$ cat config.mk
export PLATFORM = sky130hd
export DESIGN_NAME = ahb_cache_bridge_flat
export DESIGN_NICKNAME = d
export VERILOG_FILES = /design/src/rtl/ahb_cache_bridge_if.sv /design/src/rtl/ahb_cache_bridge.sv /design/src/flat_wrapper.sv
export SDC_FILE = /design/constraint.sdc
export NUM_CORES = 1
export LEC_CHECK = 0
export ABC_AREA = 1
export CAP_MARGIN = 15
export CORE_MARGIN = 2
export CORE_UTILIZATION = 50
export CTS_BUF_LIST = sky130_fd_sc_hd__clkbuf_4 sky130_fd_sc_hd__clkbuf_8
export DETAILED_ROUTE_END_ITERATION = 8
export PLACE_DENSITY = 0.87
export SLEW_MARGIN = 20
export SYNTH_ARGS = -nofsm -noshare
export SYNTH_HDL_FRONTEND = slang
export SYNTH_SLANG_ARGS = --single-unit
$ cat constraint.sdc
create_clock -name clk -period 15.3 [get_ports clk]
set_input_delay 4.59 -clock clk [delete_from_list [all_inputs] [get_ports clk]]
set_output_delay 4.59 -clock clk [all_outputs]
set_load 0.005 [all_outputs]
$ cat src/rtl/ahb_cache_bridge_if.sv
// AHB-Lite slave port, cache-controller request port and perf counters of ahb_cache_bridge.
// The bridge connects through 'slave'; the bus fabric plus cache side uses 'master'.
interface ahb_cache_bridge_if #(
   parameter int W_ADDR = 32,
   parameter int W_DATA = 32
);
   // AHB-Lite side
   logic              ahbls_hready;
   logic              ahbls_hready_resp;
   logic              ahbls_hresp;
   logic [W_ADDR-1:0] ahbls_haddr;
   logic              ahbls_hwrite;
   logic [1:0]        ahbls_htrans;
   logic [2:0]        ahbls_hsize;
   logic              ahbls_hsel;
   logic [W_DATA-1:0] ahbls_hwdata;
   logic [W_DATA-1:0] ahbls_hrdata;

   // cache_ctrl side
   logic              c_rd_en;
   logic              c_wr_en;
   logic [W_ADDR-1:0] c_addr;
   logic [W_DATA-1:0] c_wdata;
   logic [3:0]        c_mask;
   logic [W_DATA-1:0] c_rdata;
   logic              c_busy;

   logic [31:0]       perf_rd_hit;
   logic [31:0]       perf_rd_miss;

   modport slave (
      input  ahbls_hready, ahbls_haddr, ahbls_hwrite, ahbls_htrans, ahbls_hsize,
             ahbls_hsel, ahbls_hwdata, c_rdata, c_busy,
      output ahbls_hready_resp, ahbls_hresp, ahbls_hrdata,
             c_rd_en, c_wr_en, c_addr, c_wdata, c_mask, perf_rd_hit, perf_rd_miss
   );

   modport master (
      output ahbls_hready, ahbls_haddr, ahbls_hwrite, ahbls_htrans, ahbls_hsize,
             ahbls_hsel, ahbls_hwdata, c_rdata, c_busy,
      input  ahbls_hready_resp, ahbls_hresp, ahbls_hrdata,
             c_rd_en, c_wr_en, c_addr, c_wdata, c_mask, perf_rd_hit, perf_rd_miss
   );
endinterface

$ cat src/rtl/ahb_cache_bridge.sv
// AHB-Lite slave that turns each bus transfer into one rd_en/wr_en pulse to cache_ctrl,
// holds address/data/mask until the cache drops busy, and errors misaligned transfers.
module ahb_cache_bridge #(
   parameter int W_ADDR = 32,
   parameter int W_DATA = 32
) (
   input logic               clk,
   input logic               rst,
   ahb_cache_bridge_if.slave bus
);
   localparam logic [2:0] S_IDLE = 3'd0;
   localparam logic [2:0] S_REQ  = 3'd1;
   localparam logic [2:0] S_CHK  = 3'd2;
   localparam logic [2:0] S_WAIT = 3'd3;
   localparam logic [2:0] S_ERR1 = 3'd4;
   localparam logic [2:0] S_ERR2 = 3'd5;

   logic [2:0]        state;
   logic [2:0]        state_nx;
   logic [W_ADDR-1:0] addr_q;
   logic              hwrite_q;
   logic [3:0]        mask_q;
   logic [W_DATA-1:0] wdata_q;
   logic [W_DATA-1:0] rdata_q;
   logic [31:0]       hit_q;
   logic [31:0]       miss_q;

   logic [3:0] mask_nx;
   logic       legal;
   logic       chk_hit;
   logic       done;
   logic       open;
   logic       accept;
   logic       unused_htrans;

   assign unused_htrans = bus.ahbls_htrans[0];

   // NOTE: every signal assigned in an always_comb gets a default first, so no path can infer a latch.
   always_comb begin
      mask_nx = 4'b0000;
      legal   = 1'b0;
      case (bus.ahbls_hsize)
         3'd0: begin
            mask_nx = 4'b0001 << bus.ahbls_haddr[1:0];
            legal   = 1'b1;
         end
         3'd1: begin
            mask_nx = bus.ahbls_haddr[1] ? 4'b1100 : 4'b0011;
            legal   = ~bus.ahbls_haddr[0];
         end
         3'd2: begin
            mask_nx = 4'b1111;
            legal   = (bus.ahbls_haddr[1:0] == 2'b00);
         end
         default: ;
      endcase
   end

   // A read hit completes in CHK; everything else finishes in WAIT on the first non-busy cycle.
   assign chk_hit = (state == S_CHK) && !hwrite_q && !bus.c_busy;
   assign done    = chk_hit || ((state == S_WAIT) && !bus.c_busy);
   assign open    = (state == S_IDLE) || (state == S_ERR2) || done;
   assign accept  = bus.ahbls_hsel && bus.ahbls_hready && bus.ahbls_htrans[1] && open;

   always_comb begin
      state_nx = S_IDLE;
      case (state)
         S_REQ:   state_nx = S_CHK;
         S_CHK:   state_nx = chk_hit ? S_IDLE : S_WAIT;
         S_WAIT:  state_nx = bus.c_busy ? S_WAIT : S_IDLE;
         S_ERR1:  state_nx = S_ERR2;
         default: state_nx = S_IDLE;
      endcase
      if (accept) state_nx = legal ? S_REQ : S_ERR1;
   end

   // NOTE: sequential state uses non-blocking assignments so every register samples pre-edge values.
   always_ff @(posedge clk or posedge rst) begin
      if (rst) begin
         state    <= S_IDLE;
         addr_q   <= '0;
         hwrite_q <= 1'b0;
         mask_q   <= 4'b0000;
         wdata_q  <= '0;
         rdata_q  <= '0;
         hit_q    <= '0;
         miss_q   <= '0;
      end else begin
         state <= state_nx;
         if (accept && legal) begin
            addr_q   <= {bus.ahbls_haddr[W_ADDR-1:2], 2'b00};
            hwrite_q <= bus.ahbls_hwrite;
            mask_q   <= mask_nx;
         end
         if (state == S_REQ) begin
            wdata_q <= bus.ahbls_hwdata;
            rdata_q <= bus.c_rdata;
         end
         if ((state == S_CHK) && !hwrite_q) begin
            if (bus.c_busy) miss_q <= miss_q + 32'd1;
            else            hit_q  <= hit_q + 32'd1;
         end
      end
   end

   assign bus.ahbls_hready_resp = open;
   assign bus.ahbls_hresp       = (state == S_ERR1) || (state == S_ERR2);
   // On a miss the cache holds the refill word on o_data during the completing cycle.
   assign bus.ahbls_hrdata      = (state == S_WAIT) ? bus.c_rdata : rdata_q;

   assign bus.c_rd_en      = (state == S_REQ) && !hwrite_q;
   assign bus.c_wr_en      = (state == S_REQ) && hwrite_q;
   assign bus.c_addr       = addr_q;
   assign bus.c_wdata      = (state == S_REQ) ? bus.ahbls_hwdata : wdata_q;
   assign bus.c_mask       = mask_q;
   assign bus.perf_rd_hit  = hit_q;
   assign bus.perf_rd_miss = miss_q;
endmodule

$ cat src/flat_wrapper.sv
// flat-port wrapper written by rule: the top's interface ports become plain ports
module ahb_cache_bridge_flat 
#(
   parameter int W_ADDR = 32,
   parameter int W_DATA = 32
)
  (clk, rst, bus_ahbls_hready, bus_ahbls_haddr, bus_ahbls_hwrite, bus_ahbls_htrans, bus_ahbls_hsize, bus_ahbls_hsel, bus_ahbls_hwdata, bus_c_rdata, bus_c_busy, bus_ahbls_hready_resp, bus_ahbls_hresp, bus_ahbls_hrdata, bus_c_rd_en, bus_c_wr_en, bus_c_addr, bus_c_wdata, bus_c_mask, bus_perf_rd_hit, bus_perf_rd_miss);
  ahb_cache_bridge_if #(.W_ADDR(W_ADDR), .W_DATA(W_DATA)) bus_i ();
  input logic clk;
  input logic rst;
  input wire logic [$bits(bus_i.ahbls_hready)-1:0] bus_ahbls_hready;
  input wire logic [$bits(bus_i.ahbls_haddr)-1:0] bus_ahbls_haddr;
  input wire logic [$bits(bus_i.ahbls_hwrite)-1:0] bus_ahbls_hwrite;
  input wire logic [$bits(bus_i.ahbls_htrans)-1:0] bus_ahbls_htrans;
  input wire logic [$bits(bus_i.ahbls_hsize)-1:0] bus_ahbls_hsize;
  input wire logic [$bits(bus_i.ahbls_hsel)-1:0] bus_ahbls_hsel;
  input wire logic [$bits(bus_i.ahbls_hwdata)-1:0] bus_ahbls_hwdata;
  input wire logic [$bits(bus_i.c_rdata)-1:0] bus_c_rdata;
  input wire logic [$bits(bus_i.c_busy)-1:0] bus_c_busy;
  output wire logic [$bits(bus_i.ahbls_hready_resp)-1:0] bus_ahbls_hready_resp;
  output wire logic [$bits(bus_i.ahbls_hresp)-1:0] bus_ahbls_hresp;
  output wire logic [$bits(bus_i.ahbls_hrdata)-1:0] bus_ahbls_hrdata;
  output wire logic [$bits(bus_i.c_rd_en)-1:0] bus_c_rd_en;
  output wire logic [$bits(bus_i.c_wr_en)-1:0] bus_c_wr_en;
  output wire logic [$bits(bus_i.c_addr)-1:0] bus_c_addr;
  output wire logic [$bits(bus_i.c_wdata)-1:0] bus_c_wdata;
  output wire logic [$bits(bus_i.c_mask)-1:0] bus_c_mask;
  output wire logic [$bits(bus_i.perf_rd_hit)-1:0] bus_perf_rd_hit;
  output wire logic [$bits(bus_i.perf_rd_miss)-1:0] bus_perf_rd_miss;
  assign bus_i.ahbls_hready = bus_ahbls_hready;
  assign bus_i.ahbls_haddr = bus_ahbls_haddr;
  assign bus_i.ahbls_hwrite = bus_ahbls_hwrite;
  assign bus_i.ahbls_htrans = bus_ahbls_htrans;
  assign bus_i.ahbls_hsize = bus_ahbls_hsize;
  assign bus_i.ahbls_hsel = bus_ahbls_hsel;
  assign bus_i.ahbls_hwdata = bus_ahbls_hwdata;
  assign bus_i.c_rdata = bus_c_rdata;
  assign bus_i.c_busy = bus_c_busy;
  assign bus_ahbls_hready_resp = bus_i.ahbls_hready_resp;
  assign bus_ahbls_hresp = bus_i.ahbls_hresp;
  assign bus_ahbls_hrdata = bus_i.ahbls_hrdata;
  assign bus_c_rd_en = bus_i.c_rd_en;
  assign bus_c_wr_en = bus_i.c_wr_en;
  assign bus_c_addr = bus_i.c_addr;
  assign bus_c_wdata = bus_i.c_wdata;
  assign bus_c_mask = bus_i.c_mask;
  assign bus_perf_rd_hit = bus_i.perf_rd_hit;
  assign bus_perf_rd_miss = bus_i.perf_rd_miss;
  ahb_cache_bridge #(.W_ADDR(W_ADDR), .W_DATA(W_DATA)) u_core (.clk(clk), .rst(rst), .bus(bus_i));
endmodule
# Word-level counts from Yosys, hierarchy flattened
# Cells that the tools add are included.
[word_totals]
register_bits = 166
in_bits = 107
wordCells = 50
[op_classes]
add_sub_neg = 2
eq_ne = 7
shifts = 1
n_mux = 10
n_bitwise = 2
n_reduce_logical = 20
[op_table]
columns = ["operator", "count"]
rows = [
  ["adder 32 x 1 -> 32 bit (second input constant)", 2],
  ["2-to-1 mux 32 bit", 2],
  ["one-hot mux 3 bit (4 select lines)", 1],
  ["one-hot mux 4 bit (3 select lines)", 1],
  ["equality test 3 x 2 -> 1 bit (second input constant)", 3],
  ["logical AND 1 bit", 9],
  ["equality test 3 x 1 -> 1 bit (second input constant)", 2],
  ["equality test 3 bit (second input constant)", 2],
  ["logical NOT 3 bit", 2],
  ["2-to-1 mux 3 bit", 2],
  ["logical OR 1 bit", 4],
  ["2-to-1 mux 2 bit", 2],
  ["2-to-1 mux 4 bit", 1],
  ["AND reduction 2 bit", 2],
  ["<< shifter 1 x 2 -> 4 bit (first input constant)", 1],
  ["one-hot mux 1 bit (3 select lines)", 1],
  ["logical NOT 1 bit", 2],
  ["logical NOT 2 bit", 1],
  ["inverter 1 bit", 2],
]

# Depth between registers and ports, before layout
# Gate-level depths: netlist of the first run.
[logic_depth]
depth_word = 7
mapped_depth = 10
mapped_depth_nobuf = 10

# Least setup slack after synthesis of the first run
# Ideal clock, no wire load.
[synth_timing]
path_kind = "input to output"
startpoint = "input port bus_c_busy"
endpoint = "output port bus_ahbls_hready_resp"
arrival_ps = 4857
t_required_ps = 10710
slack_ps = 5853
stages = 3
path_buffers = 0
path_cell_list = "inv_1 > o211ai_1 > nand2_2"
[synth_via]
elab_chain_len = 4
elab_cells_between_ends = 5
[synth_rtl]
columns = ["element", "line_no", "text"]
rows = [
  ["from (decl)", "flat_wrapper.sv:19", "input wire logic [$bits(bus_i.c_busy)-1:0] bus_c_busy;"],
  ["logical NOT 1 bit (*)", "ahb_cache_bridge.sv:60, ahb_cache_bridge.sv:61", ""],
  ["logical AND 1 bit, on equally long branches", "ahb_cache_bridge.sv:60, ahb_cache_bridge.sv:61", ""],
  ["logical OR 1 bit (*)", "ahb_cache_bridge.sv:61", "assign done = chk_hit || ((state == S_WAIT) && !bus.c_busy);"],
  ["logical OR 1 bit (*)", "ahb_cache_bridge.sv:62", "assign open = (state == S_IDLE) || (state == S_ERR2) || done;"],
  ["to (decl)", "flat_wrapper.sv:20", "output wire logic [$bits(bus_i.ahbls_hready_resp)-1:0] bus_ahbls_hready_resp;"],
]
# Every way passes the cells marked *; elsewhere a longest branch is shown, timed or not.

# Final worst setup path of the first run
# Ends and elaborated chain as after synthesis.

==> qor.log, run 1 <==
INFO  status         run_status=finished, final reports clean
INFO  detailed_routing drt_first_pass_iters=5
INFO  detailed_routing drt-total-wl=21720um
INFO  detailed_routing drt.antenna.violating_nets=0
INFO  cells_and_area area_growth=39.33%
INFO  cts            post_cts.resized_instances=0
INFO  die            io_pins=275
INFO  global_route   grt_max_degree=107
INFO  cells_and_area layout_common_cells=nand2_1, clkdlybuf4s50_1, dfrtp_1, inv_1, nor2_1
INFO  timing         hold_violations=0
INFO  pwr            internal_power=0.001174W
INFO  cells_and_area fin_nets=1444
INFO  cells_and_area ratio_of_cells_with_drive_above_1_in_the_final_layout=6.092%
INFO  cts            cts-root-buf=clkbuf_8
INFO  die            die_w=133.1um
INFO  timing         setup-violations-final=0
INFO  critical_path  critical_path.startpoint_type=input pin
INFO  timing         fin_crit_sh=69.16%
INFO  cells_and_area final_core_util=70.53%
INFO  detailed_routing drt-wirelength-per-cell=13.87um
INFO  timing         grt_setup_unrepaired=false
INFO  timing         skew=16.99ps
INFO  critical_path  critical_path.most_common_cell=clkdlybuf4s50_1
INFO  yosys          synth-seq-area-share=49.83%
INFO  die            die-area=17720um^2
INFO  critical_path  worst-path-max-fanout=3
INFO  die            initial_core_util=50.62%
INFO  yosys          ys_async_sr_fraction=100.0%
INFO  cts            ctsHoldBuffers=0
INFO  cts            cts_tree=built
INFO  pwr            p_leak=5.373nW
INFO  cts            htree_levels=4
INFO  pwr            worst_ir_drop_vdd=0.00009195V
INFO  detailed_routing dr_total_vias=7682
INFO  detailed_routing drc=0
INFO  yosys          synth.cell_area=8335um^2
INFO  place          portBuffers=271
INFO  yosys          number_of_register_bits_inferred_by_synthesis=166
INFO  pwr            power_frac_clock=20.2%
INFO  cells_and_area finalNonFillerCells=1566
INFO  critical_path  crit_chain=clkdlybuf4s50_1 > inv_1 > o211ai_1 > nand2_2 > clkdlybuf4s50_1
INFO  die            floorplan.core_area=16470um^2
INFO  global_route   groute.usage.overall=24.55%
INFO  place          gpl_congestion=0.8904
INFO  yosys          netlist-cell-type-count=29
INFO  timing         timing_max_transition_violations_final=0
INFO  timing         fin_worst_hold_slack=489.8ps
INFO  cts            clkTransAtPathRegs=70ps
INFO  cts            cts_buffer_depth=2
INFO  pwr            power_density=146.5nW/um^2
INFO  critical_path  crit_path_top_delay_cell=clkdlybuf4s50_1
INFO  hold_path      hold_class=flip-flop to flip-flop
INFO  pwr            sequentialPowerShare=38.0%
INFO  detailed_routing routed_via_density=4.905
INFO  cells_and_area antenna-diode-count=0
INFO  yosys          ys.flop_type=dfrtp_1
INFO  critical_path  critPathRequiredTime=10710ps
INFO  die            placement_rows=47
INFO  critical_path  setup.worst_path.end_class=output port
INFO  global_route   grt_pass1_wl=35060um
INFO  pwr            report.power.total=0.001702W
INFO  critical_path  critical_path_buf_inv_count=3
INFO  cells_and_area layout_commonest_cell=nand2_1
INFO  yosys          synth-warning-count=0
INFO  cts            clock-sinks=166
INFO  global_route   antenna_violations_before_repair=0
INFO  timing         maxSlewHeadroom=37.11%
INFO  cts            worstSkewPairLatency=460ps
INFO  critical_path  critical_setup_path_kind=input pin to output port
INFO  yosys          area_share_of_the_largest_cell_type_after_synthesis=49.83%
INFO  critical_path  critical_path_arrival=5990ps
INFO  place          place_hpwl=16000um
INFO  timing         worst_slew_pin_slew=943.4ps
INFO  yosys          synth_top_cells_by_area=dfrtp_1, nand2_1, inv_1
INFO  critical_path  critical_path.top_delay_family=buffers and inverters
INFO  cts            tritoncts.num_buffers=17
INFO  yosys          synth_enable_flop_cells=0
INFO  pwr            comb_power_share=41.9%
INFO  pwr            netsw=0.0005282W
INFO  timing         timing.fmax=94.51MHz
INFO  run            cap_viol_max_count=0
INFO  pwr            switching_share=31.04%
INFO  timing         setup_tns=0ps
INFO  yosys          syn-instance-count=1073
INFO  cts            postCtsSetupBuffers=0
INFO  detailed_routing drt_first_iter_violations=483
INFO  place          count_of_placed_standard_cells_including_taps=1536
INFO  global_route   first_global_vias=7251
INFO  critical_path  critical-path-max-stage-delay=550ps
INFO  global_route   overflow=0
INFO  timing         timing.final.crit_period=10580ps
INFO  yosys          synth_largest_area_cell=dfrtp_1
INFO  yosys          syn_avg_cell_area=7.768um^2
INFO  die            floorplan.die.height=133.1um
## flip-flops by register name, summed over array words and instances (netlist names)
| signal | flops |
|---|---|
| u_core.bus.perf_rd_hit | 32 |
| u_core.state | 3 |
| u_core.bus.c_addr | 30 |
| u_core.bus.c_mask | 4 |
| u_core.rdata_q | 32 |
| u_core.bus.perf_rd_miss | 32 |
| u_core.hwrite_q | 1 |
| u_core.wdata_q | 32 |
## cells in the mapped netlist, types with 2 or more instances
| cell | number |
|---|---|
| o211ai_1 | 2 |
| nand3_1 | 32 |
| nor2_4 | 5 |
| nand2_1 | 395 |
| xor2_1 | 22 |
| nor2_1 | 112 |
| nand4_1 | 9 |
| xnor2_1 | 8 |
| nor3_1 | 5 |
| nor3_2 | 2 |
| o21ai_0 | 65 |
| inv_1 | 133 |
| and3_1 | 2 |
| ha_1 | 2 |
| dfrtp_1 | 166 |
| mux2_2 | 32 |
| nand3_2 | 2 |
| buf_2 | 17 |
| clkbuf_1 | 8 |
| nor2_2 | 2 |
| o21ai_1 | 38 |
| buf_4 | 6 |
| nand2_2 | 2 |
## layer usage
metal	vias up	GRT usage, %	part of all wire [%]
met3	37	6.735	7.5
met1	3545	29.45	40
met5	-	0	0
met4	0	8.156	2.3
li1	3826	-	-
met2	274	42.92	50
## layout make-up
class                   count  area [um^2]
fillers                  1322         4852
flip-flops and latches    166         4154
multi-input cells         742         3518
repair buffers            274         2735
inverters                 134        508.0
well taps                 220        275.3
clock buffers              21        270.3
clock inverters             9        152.6
## power groups by stage
stage | clock, W | sequential (W) | combinational, W
finish | 0.000343 | 0.000646 | 0.000712
detailed placement | 0 | 0.000653 | 0.000717
CTS | 0.000348 | 0.000645 | 0.000721
floorplan | 0 | 0.000642 | 0.000310
global placement | 0 | 0.000644 | 0.000700
global route | 0.000366 | 0.000662 | 0.000782
## cell families (layout without fill, tap and decap cells)
kind of cell,after synthesis,count (layout),synth area share (%)
xor gates and xnor gates,30,30,3.152
muxes,32,32,4.323
and+or+nand+nor,571,571,27.89
DFF,166,166,49.83
other,1,2,0.04499
AOI/OAI and AO/OA,105,105,6.364
adders and majority gates,2,2,0.3002
buffers and inverters,166,438,8.091
## stage by stage
stage	setup slack, ps	instance area (um^2)
floorplan	5853	8339
global placement	4729	11190
detailed placement	4711	11190
CTS	4709	11610
global route	4646	11610
finish	4719	11610
## path summary, 6_finish.rpt
path / slack (ps) / cells past startpoint / start / to
max: 4720 / 5 / bus_c_busy / bus_ahbls_hready_resp
min reg2reg: 490 / 2 / u_core.bus.c_mask[3] / u_core.bus.c_mask[3]
min: 490 / 2 / u_core.bus.c_mask[3] / u_core.bus.c_mask[3]
min in group asynchronous: 4730 / 2 / rst / u_core.bus.perf_rd_hit[9]
max reg2reg: 13210 / 4 / u_core.state[2] / u_core.wdata_q[17]
max in group asynchronous: 9200 / 3 / rst / u_core.bus.perf_rd_hit[3]
## worst reg2reg max path, stage by stage, from the launching register on
cell,delay (ps)
dfrtp_1,470
inv_1,130
nand3_4,160
buf_4,680
mux2_2,540
(Power assumes the default switching activity.)
==> run 2: changes to the inputs <==
--- a/config.mk
+++ b/config.mk
@@ -8,10 +8,10 @@
 export ABC_AREA = 1
 export CAP_MARGIN = 15
 export CORE_MARGIN = 2
-export CORE_UTILIZATION = 50
+export CORE_UTILIZATION = 43
 export CTS_BUF_LIST = sky130_fd_sc_hd__clkbuf_4 sky130_fd_sc_hd__clkbuf_8
 export DETAILED_ROUTE_END_ITERATION = 8
-export PLACE_DENSITY = 0.87
+export PLACE_DENSITY = 0.8
 export SLEW_MARGIN = 20
 export SYNTH_ARGS = -nofsm -noshare
 export SYNTH_HDL_FRONTEND = slang
==> constraint.sdc (replaced) <==
create_clock -name clk -period 9.1 [get_ports clk]
set_input_delay 2.73 -clock clk [delete_from_list [all_inputs] [get_ports clk]]
set_output_delay 2.73 -clock clk [all_outputs]
set_load 0.005 [all_outputs]
==> run 2 against run 1 <==
Compared with the run above:
- core utilization decreased by 8.9 points
- global-route usage decreased by 3.4 points
- count of clock-buffer cells in the layout decreased by 2
- cell area increased by 0.27%
- critical path depth unchanged
- critical endpoint unchanged
- sequential power increased by 67%
- combinational power increased by 67%
- register-to-register slack got worse by 6200 ps
- worst hold slack about the same
- clock skew increased by 2.5 ps
==> qor.log, run 2 (synthesis gave the netlist of run 1 again) <==
INFO  timing         skew=19.47ps
INFO  critical_path  critical_path_arrival=4100ps
INFO  cts            htree_levels=4
INFO  die            die-area=20510um^2
INFO  detailed_routing routed_via_density=4.746
INFO  global_route   grt_most_used_layer=met2
INFO  cts            cts_buffer_depth=2
INFO  detailed_routing drt_first_iter_violations=457
INFO  pwr            power_frac_clock=19.4%
INFO  cells_and_area layout_commonest_cell=nand2_1
INFO  critical_path  critical_setup_path_kind=input pin to output port
INFO  cts            post_cts.resized_instances=0
INFO  global_route   grt_pass1_wl=34400um
INFO  cts            cts-root-buf=clkbuf_8
INFO  timing         setup_tns=0ps
INFO  critical_path  reg2reg_slack=7040ps
INFO  cts            cts_tree=built
INFO  die            initial_core_util=44.12%
INFO  critical_path  worstReg2RegEnd=u_core.wdata_q[3]
INFO  timing         timing.fmax=146.4MHz
INFO  place          place_hpwl=15900um
INFO  critical_path  critical_path.startpoint_type=input pin
INFO  cts            postCtsSetupBuffers=0
INFO  cts            ctsHoldBuffers=0
INFO  cts            tritoncts.num_buffers=17
INFO  detailed_routing dr_total_vias=7632
INFO  status         run_status=finished, final reports clean
INFO  timing         hold_violations=0
INFO  pwr            comb_power_share=42.2%
INFO  critical_path  worst-path-max-fanout=3
INFO  timing         fin_worst_hold_slack=489.7ps
INFO  run            cap_viol_max_count=0
INFO  cells_and_area layout_common_cells=nand2_1, clkdlybuf4s50_1, dfrtp_1, inv_1, nor2_1
INFO  place          gpl_congestion=0.8888
INFO  hold_path      holdPathStages=2
INFO  die            placement_rows=50
INFO  critical_path  setup.worst_path.start=bus_c_busy
INFO  cts            worstSkewPairLatency=460ps
INFO  cts            clkTransAtPathRegs=90ps
INFO  critical_path  worst_r2r_path_depth=4
INFO  die            die_w=143.2um
INFO  timing         worst_slew_pin_slew=867.1ps
INFO  die            floorplan.die.height=143.2um
INFO  global_route   use_met3=5.533%
INFO  detailed_routing drt-wirelength-per-cell=13.47um
INFO  cells_and_area antenna-diode-count=0
INFO  critical_path  critPathRequiredTime=6370ps
INFO  detailed_routing drc=0
INFO  timing         timing_max_transition_violations_final=0
INFO  global_route   overflow=0
INFO  pwr            internal_power=0.001919W
INFO  place          portBuffers=271
INFO  detailed_routing drt_first_pass_iters=5
INFO  die            io_pins=275
INFO  global_route   gr-usage-met2=36.19%
INFO  global_route   grt_max_degree=91
INFO  detailed_routing drt.antenna.violating_nets=0
INFO  cells_and_area area_growth=39.70%
INFO  timing         grt_setup_unrepaired=false
INFO  timing         timing.final.crit_period=6831ps
INFO  die            floorplan.core_area=18890um^2
INFO  cells_and_area ratio_of_cells_with_drive_above_1_in_the_final_layout=6.231%
INFO  global_route   first_global_vias=7075
INFO  pwr            sequentialPowerShare=38.3%
INFO  pwr            report.power.total=0.002821W
INFO  global_route   groute.usage.overall=21.10%
INFO  pwr            switching_share=31.97%
INFO  timing         maxSlewHeadroom=42.19%
INFO  pwr            p_leak=5.363nW
INFO  hold_path      hold_class=flip-flop to flip-flop
INFO  critical_path  worstSetupEndpoint=bus_ahbls_hready_resp
INFO  detailed_routing drt-total-wl=21650um
INFO  pwr            netsw=0.0009019W
INFO  cells_and_area fin_nets=1444
INFO  global_route   grtUsageMet1=25.59%
INFO  global_route   antenna_violations_before_repair=0
INFO  cts            clock-sinks=166
INFO  timing         setup-violations-final=0
INFO  pwr            power_density=242.3nW/um^2
INFO  critical_path  setup.worst_path.end_class=output port
INFO  pwr            worst_ir_drop_vdd=0.0001468V
INFO  timing         fin_crit_sh=75.07%
INFO  critical_path  worst_r2r_startpoint=u_core.state[2]
[run 2: routing by layer]
metal	up-vias	share of wire [%]
met3	32	7.2
met4	0	2.2
li1	3828	-
met5	-	0
met1	3503	42
met2	269	49
[run 2: cell type report]
type,instances,area (um^2)
Fill cell,1685,7248
Tap cell,260,325.3
Multi-Input combinational cell,742,3518
Sequential cell,166,4154
Clock buffer,19,255.2
Clock inverter,13,145.1
Inverter,134,508.0
Timing Repair Buffer,274,2739
[run 2: how the worst min path moves through the flow]
stage / from / endpoint / slack (ps)
after global routing: u_core.rdata_q[18] / u_core.rdata_q[18] / 510
final: u_core.rdata_q[1] / u_core.rdata_q[1] / 490
after floorplan: u_core.rdata_q[0] / u_core.rdata_q[0] / 450
after CTS: u_core.rdata_q[1] / u_core.rdata_q[1] / 500
after detailed placement: u_core.rdata_q[22] / u_core.rdata_q[22] / 470
after global placement: u_core.rdata_q[22] / u_core.rdata_q[22] / 470
[run 2: critical path, cell delays in order]
cell	delay (ps)
clkdlybuf4s50_1	480
inv_1	120
o211ai_1	110
nand2_2	120
clkdlybuf4s50_1	530
[run 2: power groups by stage]
stage                     Combinational [W]  Sequential [W]  Clock (W)
after floorplan                    0.000521         0.00108          0
after global placement              0.00118         0.00108          0
after detailed placement            0.00121         0.00110          0
after CTS                           0.00121         0.00108   0.000568
after global routing                0.00131         0.00111   0.000593
final                               0.00119         0.00108   0.000548
[run 2: stage by stage]
stage	instances	utilization (%)	setup WS (ps)	instance area, um^2
floorplan	1074	-	1880	8339
detailed placement	1576	59.50	2262	11240
global route	1608	61.64	2187	11640
global placement	1576	59.50	2255	11240
CTS	1608	61.62	2257	11640
finish	1608	61.64	2269	11640
==> run 3: changes to the inputs <==
==> constraint.sdc (replaced) <==
create_clock -name clk -period 5.71 [get_ports clk]
set_input_delay 1.713 -clock clk [delete_from_list [all_inputs] [get_ports clk]]
set_output_delay 1.713 -clock clk [all_outputs]
set_load 0.005 [all_outputs]
==> run 3 against run 2 <==
Compared with the run above:
- setup slack lost 1400 ps
- core utilization increased by 0.086 points
- power grew 60%
- die area is the same
- routed wire length rose by 0.80%
- global-route usage rose by 0.70 points
- non-clock buffer count rose by 1
- sequential power grew 60%
- critical endpoint unchanged
==> qor.log, run 3 (synthesis gave the netlist of run 1 again) <==
INFO  place          portBuffers=271
INFO  status         run_status=finished, final reports clean
INFO  place          gpl_congestion=0.9010
INFO  die            placement_rows=50
INFO  cells_and_area antenna-diode-count=0
INFO  critical_path  critical_path_arrival=3100ps
INFO  cts            worstSkewPairLatency=460ps
INFO  detailed_routing drt-wirelength-per-cell=13.56um
INFO  cts            postCtsSetupBuffers=0
INFO  cts            tritoncts.num_buffers=17
INFO  critical_path  worst_r2r_path_depth=4
INFO  cts            cts_tree=built
INFO  detailed_routing drt_first_pass_iters=6
INFO  critical_path  critical_path.most_common_cell=clkdlybuf4s50_1
INFO  die            die_w=143.2um
INFO  cts            clkTransAtPathRegs=80ps
INFO  timing         timing.final.crit_period=4809ps
INFO  cts            post_cts.resized_instances=0
INFO  global_route   antenna_violations_before_repair=1
INFO  timing         skew=22.61ps
INFO  pwr            power_density=386.7nW/um^2
INFO  critical_path  critical-path-max-stage-delay=550ps
INFO  cells_and_area area_growth=39.90%
INFO  critical_path  worstReg2RegEnd=u_core.wdata_q[29]
INFO  critical_path  setup.worst_path.end_class=output port
INFO  cts            cts-root-buf=clkbuf_8
INFO  timing         setup-violations-final=0
INFO  timing         maxSlewHeadroom=46.83%
INFO  critical_path  critPathRequiredTime=4000ps
INFO  die            die-area=20510um^2
INFO  cells_and_area fin_nets=1445
INFO  timing         timing.fmax=208.0MHz
INFO  run            cap_viol_max_count=0
INFO  place          place_hpwl=15980um
INFO  critical_path  worst-path-max-fanout=3
INFO  timing         setup_tns=0ps
INFO  critical_path  critical_path.startpoint_type=input pin
INFO  die            initial_core_util=44.12%
INFO  pwr            report.power.total=0.004510W
INFO  detailed_routing drt.antenna.violating_nets=0
INFO  detailed_routing drt_first_iter_violations=335
INFO  critical_path  critical_setup_path_kind=input pin to output port
INFO  critical_path  reg2reg_slack=3570ps
INFO  hold_path      min_to=u_core.rdata_q[10]
INFO  cts            ctsHoldBuffers=0
INFO  detailed_routing dr_total_vias=7638
INFO  detailed_routing drt-total-wl=21830um
INFO  critical_path  crit_path_top_delay_cell=clkdlybuf4s50_1
INFO  critical_path  critical_path.top_delay_family=buffers and inverters
INFO  global_route   grt_pass1_wl=35510um
INFO  critical_path  worst_r2r_startpoint=u_core.state[2]
INFO  cts            cts_buffer_depth=2
INFO  timing         timing_max_transition_violations_final=0
INFO  timing         grt_setup_unrepaired=false
INFO  die            floorplan.die.height=143.2um
INFO  cells_and_area n_fill_cell=1621
INFO  cts            htree_levels=4
INFO  hold_path      timing.hold.worst.start=u_core.rdata_q[10]
INFO  global_route   grt_max_degree=84
INFO  timing         fin_crit_sh=84.22%
INFO  die            io_pins=275
INFO  global_route   first_global_vias=7343
INFO  pwr            worst_ir_drop_vdd=0.0001978V
INFO  hold_path      hold_class=flip-flop to flip-flop
INFO  global_route   groute.usage.overall=21.80%
INFO  global_route   overflow=0
INFO  critical_path  crit_chain=clkdlybuf4s50_1 > inv_1 > o211ai_1 > nand2_2 > clkdlybuf4s50_1
INFO  detailed_routing routed_via_density=4.747
INFO  cells_and_area layout_common_cells=nand2_1, clkdlybuf4s50_1, dfrtp_1, inv_1, nor2_1
INFO  timing         hold_violations=0
INFO  cells_and_area ratio_of_cells_with_drive_above_1_in_the_final_layout=6.301%
INFO  critical_path  critical_path_buf_inv_count=3
INFO  cts            clock-sinks=166
INFO  detailed_routing drc=0
INFO  hold_path      holdPathStages=2
INFO  die            floorplan.core_area=18890um^2
INFO  timing         worst_slew_pin_slew=797.6ps
INFO  pwr            p_leak=5.376nW
INFO  cells_and_area layout_commonest_cell=nand2_1
==> run 3: changes by cell type in the layout (fill, tap and decap cells not counted), sizes merged <==
cell	previous run	this run
clkinvlp	3	2
clkinv	4	5
buf	3	4
==> run 3: worst register-to-register path, stage by stage (launching register included) <==
cell,delay [ps]
dfrtp_1,460
inv_1,140
nand3_4,590
buf_4,520
mux2_2,330
==> run 3: per-layer routing <==
| layer | wire length, um | global-route usage (%) | vias to the layer above | share of wire, % |
|---|---|---|---|---|
| met5 | 13 | 0 | - | 0.060 |
| met4 | 662 | 9.082 | 2 | 3.0 |
| met3 | 1575 | 5.801 | 46 | 7.2 |
| met2 | 10340 | 36.64 | 262 | 47 |
| met1 | 9233 | 26.58 | 3495 | 42 |
| li1 | - | - | 3833 | - |
==> run 3: per-stage QoR <==
stage | hold slack [ps] | worst slack [ps] | instance area, um^2 | std cells | util (%)
finish | 492.0 | 901.2 | 11660 | 1609 | 61.72
global route | 512.6 | 833.9 | 11660 | 1609 | 61.72
CTS | 495.1 | 901.4 | 11660 | 1609 | 61.72
detailed placement | 474.2 | 904.5 | 11260 | 1577 | 59.60
global placement | 468.1 | 912.5 | 11260 | 1577 | 59.60
floorplan | 453.4 | 1884 | 8343 | 1074 | -
==> run 3: power breakdown <==
part,switching (W),internal [W]
sequential,0.000183,0.00154
combinational,0.000802,0.00111
clock,0.000462,0.000413
==> run 3: worst max path at each step <==
| stage | startpoint | end | cells past startpoint |
|---|---|---|---|
| after CTS | bus_c_busy | bus_ahbls_hready_resp | 5 |
| final | bus_c_busy | bus_ahbls_hready_resp | 5 |
| after floorplan | rst | u_core.bus.c_addr[10] | 1 |
| after detailed placement | bus_c_busy | bus_ahbls_hready_resp | 5 |
| after global routing | bus_c_busy | bus_ahbls_hready_resp | 5 |
| after global placement | bus_c_busy | bus_ahbls_hready_resp | 5 |
==> run 3: final cells by class <==
type / instances / area (um^2) / area share (%)
flip-flops and latches: 166 / 4154 / 35.62
clock buffers: 19 / 255.2 / 2.189
well taps: 260 / 325.3 / 2.790
inverters: 134 / 506.7 / 4.345
clock inverters: 13 / 146.4 / 1.255
multi-input cells: 742 / 3518 / 30.17
repair buffers: 275 / 2755 / 23.63
